===== src/rtl/eeg_pea_eng_pe_mc_if.sv =====
// Input beat and output drain channels of the multi-channel PE.
// The PE is the slave side; producer and consumer sit behind the master modport.
interface eeg_pea_eng_pe_mc_if #(
  parameter int DATA_ACT_DW = 8,
  parameter int DATA_WEI_DW = 8,
  parameter int DATA_OUT_DW = 8,
  parameter int OCH_NUM     = 4,
  parameter int OMUX_ADD_AW = 8
);
  localparam int CHN_W = (OCH_NUM > 1) ? $clog2(OCH_NUM) : 1;

  logic                           DIN_VLD;
  logic                           DIN_RDY;
  logic                           WEI_LST;
  logic                           ACT_LST;
  logic [DATA_ACT_DW-1:0]         ACT_DAT;
  logic [OCH_NUM*DATA_WEI_DW-1:0] WEI_DAT;
  logic                           OUT_VLD;
  logic                           OUT_RDY;
  logic [DATA_OUT_DW-1:0]         OUT_DAT;
  logic [CHN_W-1:0]               OUT_CHN;
  logic [OMUX_ADD_AW-1:0]         OUT_ADD;
  logic                           OUT_LST;

  modport master (
    output DIN_VLD, WEI_LST, ACT_LST, ACT_DAT, WEI_DAT, OUT_RDY,
    input  DIN_RDY, OUT_VLD, OUT_DAT, OUT_CHN, OUT_ADD, OUT_LST
  );

  modport slave (
    input  DIN_VLD, WEI_LST, ACT_LST, ACT_DAT, WEI_DAT, OUT_RDY,
    output DIN_RDY, OUT_VLD, OUT_DAT, OUT_CHN, OUT_ADD, OUT_LST
  );
endinterface


===== src/rtl/eeg_pea_eng_pe_mc.sv =====
// Multi-channel MAC PE: accumulates ACT*WEI per channel, drains one requantised channel per cycle.
// Point result valid the cycle after its WEI_LST beat; only a WEI_LST beat stalls, and only while the previous point drains.
module eeg_pea_eng_pe_mc #(
  parameter int DATA_ACT_DW = 8,
  parameter int DATA_WEI_DW = 8,
  parameter int DATA_OUT_DW = 8,
  parameter int DATA_SUM_DW = 24,
  parameter int OCH_NUM     = 4,
  parameter int CONV_MUL_DW = 16,
  parameter int CONV_SFT_DW = 4,
  parameter int CONV_ADD_DW = 24,
  parameter int OMUX_ADD_AW = 8
) (
  input  logic                   clk,
  input  logic                   rst_n,
  output logic                   IS_IDLE,
  input  logic [CONV_MUL_DW-1:0] CFG_CONV_MUL,
  input  logic [CONV_SFT_DW-1:0] CFG_CONV_SFT,
  input  logic [CONV_ADD_DW-1:0] CFG_CONV_ADD,
  input  logic                   CFG_RELU,
  input  logic                   CFG_RND,
  eeg_pea_eng_pe_mc_if.slave     bus
);
  localparam int CHN_W = (OCH_NUM > 1) ? $clog2(OCH_NUM) : 1;
  localparam int PRD_W = DATA_ACT_DW + DATA_WEI_DW;
  localparam int RQ_W  = DATA_SUM_DW + CONV_MUL_DW + 1;
  localparam logic [CHN_W-1:0] LAST_CHN = CHN_W'(OCH_NUM - 1);
  localparam logic signed [RQ_W-1:0] OMAX = {{(RQ_W-DATA_OUT_DW+1){1'b0}}, {(DATA_OUT_DW-1){1'b1}}};
  localparam logic signed [RQ_W-1:0] OMIN = {{(RQ_W-DATA_OUT_DW+1){1'b1}}, {(DATA_OUT_DW-1){1'b0}}};

  typedef enum logic [1:0] {IDLE, RUN, FLUSH} state_t;

  state_t                        state;
  logic signed [DATA_SUM_DW-1:0] acc  [OCH_NUM];
  logic signed [DATA_SUM_DW-1:0] dbuf [OCH_NUM];
  logic signed [DATA_SUM_DW-1:0] sum  [OCH_NUM];
  logic signed [PRD_W-1:0]       prd  [OCH_NUM];
  logic                          first_tap;
  logic                          dbuf_vld;
  logic                          pt_lst;
  logic [CHN_W-1:0]              chn;
  logic [OMUX_ADD_AW-1:0]        pt_add;
  logic [OMUX_ADD_AW-1:0]        pt_cnt;
  logic                          din_ena;
  logic                          out_ena;
  logic                          drain_done;
  logic                          last_chn;
  logic                          pt_end;
  logic                          run_end;
  logic signed [DATA_SUM_DW-1:0] sel;
  logic signed [RQ_W-1:0]        a_ext;
  logic signed [RQ_W-1:0]        m_ext;
  logic signed [RQ_W-1:0]        d_ext;
  logic signed [RQ_W-1:0]        v;
  logic [DATA_OUT_DW-1:0]        q;

  assign last_chn    = (chn == LAST_CHN);
  assign out_ena     = dbuf_vld & bus.OUT_RDY;
  assign drain_done  = out_ena & last_chn;
  // A point-closing beat may enter in the very cycle the last channel leaves.
  assign bus.DIN_RDY = ~dbuf_vld | ~bus.WEI_LST | drain_done;
  assign din_ena     = bus.DIN_VLD & bus.DIN_RDY;
  assign pt_end      = din_ena & bus.WEI_LST;
  assign run_end     = pt_end & bus.ACT_LST;

  always_comb begin
    for (int c = 0; c < OCH_NUM; c++) begin
      prd[c] = $signed(bus.ACT_DAT) * $signed(bus.WEI_DAT[c*DATA_WEI_DW +: DATA_WEI_DW]);
      sum[c] = (first_tap ? '0 : acc[c]) + {{(DATA_SUM_DW-PRD_W){prd[c][PRD_W-1]}}, prd[c]};
    end
  end

  always_comb begin
    sel   = dbuf[chn];
    a_ext = {{(RQ_W-DATA_SUM_DW){sel[DATA_SUM_DW-1]}}, sel};
    m_ext = {{(RQ_W-CONV_MUL_DW){CFG_CONV_MUL[CONV_MUL_DW-1]}}, CFG_CONV_MUL};
    d_ext = {{(RQ_W-CONV_ADD_DW){CFG_CONV_ADD[CONV_ADD_DW-1]}}, CFG_CONV_ADD};
    v     = a_ext * m_ext + d_ext;
    if (CFG_RND && (CFG_CONV_SFT != '0))
      v = v + ({{(RQ_W-1){1'b0}}, 1'b1} << (CFG_CONV_SFT - CONV_SFT_DW'(1)));
    v = v >>> CFG_CONV_SFT;
    if (CFG_RELU && v[RQ_W-1])
      q = '0;
    else if (v > OMAX)
      q = OMAX[DATA_OUT_DW-1:0];
    else if (v < OMIN)
      q = OMIN[DATA_OUT_DW-1:0];
    else
      q = v[DATA_OUT_DW-1:0];
  end

  assign bus.OUT_VLD = dbuf_vld;
  assign bus.OUT_DAT = dbuf_vld ? q : '0;
  assign bus.OUT_CHN = chn;
  assign bus.OUT_ADD = pt_add;
  assign bus.OUT_LST = dbuf_vld & pt_lst & last_chn;
  assign IS_IDLE     = (state == IDLE) & ~dbuf_vld;

  always_ff @(posedge clk or negedge rst_n) begin
    if (!rst_n) begin
      for (int c = 0; c < OCH_NUM; c++) begin
        acc[c]  <= '0;
        dbuf[c] <= '0;
      end
      first_tap <= 1'b1;
      dbuf_vld  <= 1'b0;
      pt_lst    <= 1'b0;
      pt_add    <= '0;
      pt_cnt    <= '0;
      chn       <= '0;
    end else begin
      if (din_ena) begin
        for (int c = 0; c < OCH_NUM; c++) begin
          acc[c] <= bus.WEI_LST ? '0 : sum[c];
          if (bus.WEI_LST)
            dbuf[c] <= sum[c];
        end
        first_tap <= bus.WEI_LST;
      end
      if (pt_end) begin
        dbuf_vld <= 1'b1;
        pt_lst   <= bus.ACT_LST;
        pt_add   <= pt_cnt;
        pt_cnt   <= bus.ACT_LST ? '0 : pt_cnt + OMUX_ADD_AW'(1);
      end else if (drain_done) begin
        dbuf_vld <= 1'b0;
      end
      if (drain_done)
        chn <= '0;
      else if (out_ena)
        chn <= chn + CHN_W'(1);
    end
  end

  always_ff @(posedge clk or negedge rst_n) begin
    if (!rst_n) begin
      state <= IDLE;
    end else begin
      case (state)
        IDLE:    if (din_ena) state <= run_end ? FLUSH : RUN;
        RUN:     if (run_end) state <= FLUSH;
        FLUSH: begin
          if (din_ena)         state <= run_end ? FLUSH : RUN;
          else if (drain_done) state <= IDLE;
        end
        default: state <= IDLE;
      endcase
    end
  end
endmodule


===== src/flat_wrapper.sv =====
// flat-port wrapper written by rule: the top's interface ports become plain ports
module eeg_pea_eng_pe_mc_flat 
#(
  parameter int DATA_ACT_DW = 8,
  parameter int DATA_WEI_DW = 8,
  parameter int DATA_OUT_DW = 8,
  parameter int DATA_SUM_DW = 24,
  parameter int OCH_NUM     = 4,
  parameter int CONV_MUL_DW = 16,
  parameter int CONV_SFT_DW = 4,
  parameter int CONV_ADD_DW = 24,
  parameter int OMUX_ADD_AW = 8
)
  (clk, rst_n, IS_IDLE, CFG_CONV_MUL, CFG_CONV_SFT, CFG_CONV_ADD, CFG_RELU, CFG_RND, bus_DIN_VLD, bus_WEI_LST, bus_ACT_LST, bus_ACT_DAT, bus_WEI_DAT, bus_OUT_RDY, bus_DIN_RDY, bus_OUT_VLD, bus_OUT_DAT, bus_OUT_CHN, bus_OUT_ADD, bus_OUT_LST);
  eeg_pea_eng_pe_mc_if #(.DATA_ACT_DW(DATA_ACT_DW), .DATA_WEI_DW(DATA_WEI_DW), .DATA_OUT_DW(DATA_OUT_DW), .OCH_NUM(OCH_NUM), .OMUX_ADD_AW(OMUX_ADD_AW)) bus_i ();
  input  logic clk;
  input  logic rst_n;
  output logic IS_IDLE;
  input  logic [CONV_MUL_DW-1:0] CFG_CONV_MUL;
  input  logic [CONV_SFT_DW-1:0] CFG_CONV_SFT;
  input  logic [CONV_ADD_DW-1:0] CFG_CONV_ADD;
  input  logic CFG_RELU;
  input  logic CFG_RND;
  input wire logic [$bits(bus_i.DIN_VLD)-1:0] bus_DIN_VLD;
  input wire logic [$bits(bus_i.WEI_LST)-1:0] bus_WEI_LST;
  input wire logic [$bits(bus_i.ACT_LST)-1:0] bus_ACT_LST;
  input wire logic [$bits(bus_i.ACT_DAT)-1:0] bus_ACT_DAT;
  input wire logic [$bits(bus_i.WEI_DAT)-1:0] bus_WEI_DAT;
  input wire logic [$bits(bus_i.OUT_RDY)-1:0] bus_OUT_RDY;
  output wire logic [$bits(bus_i.DIN_RDY)-1:0] bus_DIN_RDY;
  output wire logic [$bits(bus_i.OUT_VLD)-1:0] bus_OUT_VLD;
  output wire logic [$bits(bus_i.OUT_DAT)-1:0] bus_OUT_DAT;
  output wire logic [$bits(bus_i.OUT_CHN)-1:0] bus_OUT_CHN;
  output wire logic [$bits(bus_i.OUT_ADD)-1:0] bus_OUT_ADD;
  output wire logic [$bits(bus_i.OUT_LST)-1:0] bus_OUT_LST;
  assign bus_i.DIN_VLD = bus_DIN_VLD;
  assign bus_i.WEI_LST = bus_WEI_LST;
  assign bus_i.ACT_LST = bus_ACT_LST;
  assign bus_i.ACT_DAT = bus_ACT_DAT;
  assign bus_i.WEI_DAT = bus_WEI_DAT;
  assign bus_i.OUT_RDY = bus_OUT_RDY;
  assign bus_DIN_RDY = bus_i.DIN_RDY;
  assign bus_OUT_VLD = bus_i.OUT_VLD;
  assign bus_OUT_DAT = bus_i.OUT_DAT;
  assign bus_OUT_CHN = bus_i.OUT_CHN;
  assign bus_OUT_ADD = bus_i.OUT_ADD;
  assign bus_OUT_LST = bus_i.OUT_LST;
  eeg_pea_eng_pe_mc #(.DATA_ACT_DW(DATA_ACT_DW), .DATA_WEI_DW(DATA_WEI_DW), .DATA_OUT_DW(DATA_OUT_DW), .DATA_SUM_DW(DATA_SUM_DW), .OCH_NUM(OCH_NUM), .CONV_MUL_DW(CONV_MUL_DW), .CONV_SFT_DW(CONV_SFT_DW), .CONV_ADD_DW(CONV_ADD_DW), .OMUX_ADD_AW(OMUX_ADD_AW)) u_core (.clk(clk), .rst_n(rst_n), .IS_IDLE(IS_IDLE), .CFG_CONV_MUL(CFG_CONV_MUL), .CFG_CONV_SFT(CFG_CONV_SFT), .CFG_CONV_ADD(CFG_CONV_ADD), .CFG_RELU(CFG_RELU), .CFG_RND(CFG_RND), .bus(bus_i));
endmodule

===== config.mk =====
export PLATFORM = sky130hd
export DESIGN_NAME = eeg_pea_eng_pe_mc_flat
export DESIGN_NICKNAME = d
export VERILOG_FILES = /design/src/rtl/eeg_pea_eng_pe_mc_if.sv /design/src/rtl/eeg_pea_eng_pe_mc.sv /design/src/flat_wrapper.sv
export SDC_FILE = /design/constraint.sdc
export NUM_CORES = 2
export LEC_CHECK = 0
export BUFFER_PORTS_ARGS = -buffer_cell sky130_fd_sc_hd__buf_2
export CORE_MARGIN = 2
export CORE_UTILIZATION = 47
export DETAILED_ROUTE_END_ITERATION = 12
export PLACE_DENSITY = 0.77
export SYNTH_ARGS = -nofsm -noshare
export SYNTH_HDL_FRONTEND = slang
export SYNTH_SLANG_ARGS = --single-unit

===== constraint.sdc =====
create_clock -name clk -period 16.39 [get_ports clk]
set_input_delay 4.0975 -clock clk [delete_from_list [all_inputs] [get_ports clk]]
set_output_delay 4.0975 -clock clk [all_outputs]
set_load 0.02 [all_outputs]

# After elaboration in Yosys (flattened, before gate mapping)
# Cells that the tools add are included.
# Widths: inputs -> output; s select.
# totals
regBits	215
latch_bits	0
ram_bits	0
romBits	0
input_bits	92
output_inout_bits	22
word_cells	88
n_memories	0
# classes
add_sub_neg	9
n_mul	5
div	0
n_lt_le_gt_ge	3
eq_ne	6
shift	2
n_mux	27
bitwise	13
n_reduce_logical	8
# ops
op	count
$mux 24	10
$add 24x24->24	4
$mul 8x8->16	4
$bmux 24 s2	1
$add 40x24->41	1
$add 41x41->41	1
$gt 41x8->1 const B	1
$lt 41x8->1 const B	1
$mux 41	1
$shl 1x4->41 const A	1
$sshr 41x4->41	1
$mul 24x16->40	1
$mux 8	5
$mux 2	7
$add 8x1->8 const B	1
$and 1x1->1	8
$pmux 2 s3	1
$eq 2x2->1 const B	2
$ne 2x1->1 const B	2
$reduce_bool 2->1	2
$reduce_bool 4->1	1
$sub 4x1->4 const B	1
$ge 3x3->1 const B	1
$ne 3x1->1 const B	1
other kinds (10)	14

# Longest topological paths before layout
# depth
ltp_word	14
mapped_depth	41
ltp_nobuf	35

# Least setup slack after synthesis
# Ideal clock, no wire load.
# synth_timing
kind	input to output
startpoint	input port CFG_CONV_MUL[1]
endpoint	output port bus_OUT_DAT[0]
arrival_time_ns	13.384
required_time_ns	12.292
slack_ns	-1.091
cell_stages	35
path_buffers	2
path_cell_list	clkbuf_1 and2_1 fa_1 inv_1 fa_1 inv_1 ha_1 inv_1 fa_1 fa_1 inv_1 fa_1 ha_1 a211oi_1 a21oi_1 xnor2_1 inv_1 ha_1 and4_1 o211ai_1 o211a_1 o31ai_1 a21oi_1 nor4_4 nand4_4 or4_4 buf_6 or3_4 and3_4 o31ai_1 a311oi_1 or4_1 a2111o_1 o41a_1 a211oi_1
# synth_between
elab_chain_cells	10
elab_cells_between_ends	12
classes_between	add/sub (2); mul (1); order compare (2); shift (1); mux (5); reduce/logical (1)
# synth_lines
item	line	rtl
start, declared	flat_wrapper.sv:19	input logic [CONV_MUL_DW-1:0] CFG_CONV_MUL;
$mul 24x16->40 (*)	eeg_pea_eng_pe_mc.sv:78	v = a_ext * m_ext + d_ext;
$add 40x24->41 (*)	eeg_pea_eng_pe_mc.sv:78	
$add 41x41->41	eeg_pea_eng_pe_mc.sv:80	v = v + ({{(RQ_W-1){1'b0}}, 1'b1} << (CFG_CONV_SFT - CONV_SFT_DW'(1)));
$mux 41 (*)	eeg_pea_eng_pe_mc.sv:79	if (CFG_RND && (CFG_CONV_SFT != '0))
$sshr 41x4->41 (*)	eeg_pea_eng_pe_mc.sv:81	v = v >>> CFG_CONV_SFT;
$lt 41x8->1	eeg_pea_eng_pe_mc.sv:86	else if (v < OMIN)
$mux 8	eeg_pea_eng_pe_mc.sv:86	
$mux 8	eeg_pea_eng_pe_mc.sv:84	else if (v > OMAX)
$mux 8 (*)	eeg_pea_eng_pe_mc.sv:82	if (CFG_RELU && v[RQ_W-1])
$mux 8 (*)	eeg_pea_eng_pe_mc.sv:93	assign bus.OUT_DAT = dbuf_vld ? q : '0;
end, declared	flat_wrapper.sv:32	output wire logic [$bits(bus_i.OUT_DAT)-1:0] bus_OUT_DAT;
# Every way passes the cells marked *; elsewhere a longest branch is shown, timed or not.

# Final worst setup path
# Ends and elaborated chain as after synthesis.

==> run metrics <==
Synth Register Bits=215; syn_area_per_cell=8.79 um2; post-synth top area cell=fa_1; wire length on met1=46000 um; Starting Density=47.6%; Critical Path AT=13.05 ns; H-tree depth=1; Vias per Instance=5.52; Finish-stage setup viols=7; status=finished, violations left; clk_skew=0.0159 ns; ranking of synthesized cells by area=fa_1, dfrtp_1, ha_1; gpl congestion=0.946; Tot GR Track Use=24.4%; via count=34852; Buf/Inv on CP=5; worst-margin pin slew=1.20 ns; die extent in y=304 um; placed cell areas=0.0465 mm2; Warnings, synthesis=0; clock edge transition at the registers on the reported setup and hold paths=0.06 ns; ys flop type=dfrtp_1; DR top layer=met5; n_diodes=0; gr ovfl total=0; max-slew violation count=0; DRT Pass-1 Iters=7; most frequent CP cell=fa_1; die width=304 um; Required @ worst endpoint=12.29 ns; Multi-input gate area=0.0339 mm2; Seq. cell area=0.00538 mm2; share of layout cells above drive strength 1=14.7%; Cell variety after synth=115; first-pass GRT wire length=186000 um; Top-Level Pins=114; clk root buf=clkbuf_16; placed cell count=6249; total clock sinks=215; clk buf depth=3; Startpoint Class=input pin; Worst R2R Setup Slack=10.93 ns; fin area=0.0479 mm2; Area Growth Syn to Fin=13.4%; WL met3=7340 um; TritonCTS clock tree=yes; share of the yosys chip area belonging to registers=12.7%; class of the most critical hold timing path=reg2reg; crit end category=primary output; Worst path top cell family by delay=adder cells; DP Wirelength=90400 um; largest net degree at the start of global routing=142; Crit path largest cell delay=0.56 ns; vias in the first global route=37102; Synth async-reset ratio=100%; total nets after synthesis=5859; max_cap viols=0; Post-synth EDFFs=0; FP Rows=109; met2 wire length=55900 um; First DRT Iteration DRCs=2227; fin worst setup slack=-0.761 ns; synth cell count leaders=inv_1, nand2_1, fa_1; Crit Path Category=in2out; worst skew pair latency=0.55 ns; Final ANT Viol Nets=0; drt drc=0; pre-CTS setup slack=-1.05 ns; Final Hold Fails=0; RSZ-0062 raised after global routing=true; CTS buffer count=23; violated checks=negative setup slack; most common cell in the synthesized netlist=inv_1; Core Region=0.0888 mm2; post-synth top area share=29.9%; Port Buffers=113; cell area after synthesis=0.0423 mm2; total wire length=112000 um; # fillers=7787; number of antenna violations at the first check in global routing=1; Die ar.=0.0923 mm2; worst rel slew slack=19.7%; crit-path max FO=14; fin util=54.0%; Fmax=58.3 MHz; wire per inst=17.8 um; non-filler cells, final=6314; Final min period=17.15 ns; final worst path period share=105%; final net count=6182; post-synthesis cell count=4810; critical-path cell with the highest stage delay=fa_1
area by class of cell:
class	count	share of cell area, %
clock buffer	33	1.38
clock inverter	8	0.240
inverter	736	5.77
multi-input combinational	3650	70.7
sequential	215	11.2
tap	1165	3.04
timing repair buffer	507	7.66
tightest hold or removal path, stage by stage (launching register included):
cell and delay [ns]:
dfrtp_1 0.33, nand2_1 0.05, nand2_1 0.05
layout by cell type, fill, tap and decap left out, types with 13 or more instances in the layout:
cell	count
nand2b_1	59
or2_2	14
mux4_2	30
o21a_1	24
nor2b_1	108
and3_1	28
a31oi_1	22
nor4_1	13
a211oi_1	24
buf_4	394
nor3_1	57
mux2i_1	33
o211ai_1	26
and2_1	379
inv_1	727
fa_1	630
a22o_1	67
xnor2_1	140
a21oi_1	159
o31ai_1	24
ha_1	315
nor2_1	187
or3_1	13
buf_2	96
clkbuf_16	23
a21o_1	49
dfrtp_1	213
o21bai_1	29
nand3_1	50
a21boi_0	23
nand4_1	19
xor2_1	48
o21ai_0	144
nand2_1	637
through the flow:
step           setup TNS, ns  hold WS [ns]
2_1_floorplan          -3.34         0.431
4_1_cts                -4.47         0.469
6_report               -4.92         0.467
3_3_place_gp           -5.90         0.443
5_1_grt                -7.48         0.491
3_5_place_dp           -6.99         0.450
timing repair:
action / in CTS / in global routing
hold buffers: 0 / 0
cloned: 0 / 0
pin swaps: 37 / 9
buffers inserted: 18 / 6
resized for setup: 96 / 28
endpoints found under the hold margin: 0 / 0
setup endpoints to repair: 7 / 7
cells by family after synthesis:
family,synth area share [%]
AOI/OAI and AO/OA,12.3
xor gates and xnor gates,4.10
adders and majority gates,39.5
buffers and inverters,8.75
DFF,12.7
muxes,2.80
and+or+nand+nor,19.8
final timing paths:
| check | startpoint | endpoint | depth (start not counted) |
|---|---|---|---|
| worst max-delay path | CFG_CONV_MUL[1] | bus_OUT_DAT[0] | 33 |
| worst min-delay path | u_core.acc[0] | u_core.acc[0] | 2 |
| worst max register to register | u_core.first_tap | u_core.dbuf[94] | 21 |
| worst min register to register | u_core.acc[0] | u_core.acc[0] | 2 |
| max in group asynchronous | rst_n | u_core.bus.OUT_ADD[4] | 2 |
| min in group asynchronous | rst_n | u_core.acc[80] | 1 |
registers in the layout, summed over array words and instances (netlist names), 2 cells and up:
signal and flops:
u_core.pt_cnt 8, u_core.bus.OUT_ADD 8, u_core.acc 96, u_core.bus.OUT_CHN 2, u_core.state 2, u_core.dbuf 96
metal layers:
| layer | vias to the layer above | track usage [%] |
|---|---|---|
| li1 | 16182 | - |
| met1 | 17417 | 30.8 |
| met2 | 1042 | 43.6 |
| met3 | 209 | 3.70 |
| met4 | 2 | 6.77 |
| met5 | - | 0 |
Power is left out: the tool's default activity adds up to more than one toggle a clock period on the data nets, which glitch-free logic cannot reach.
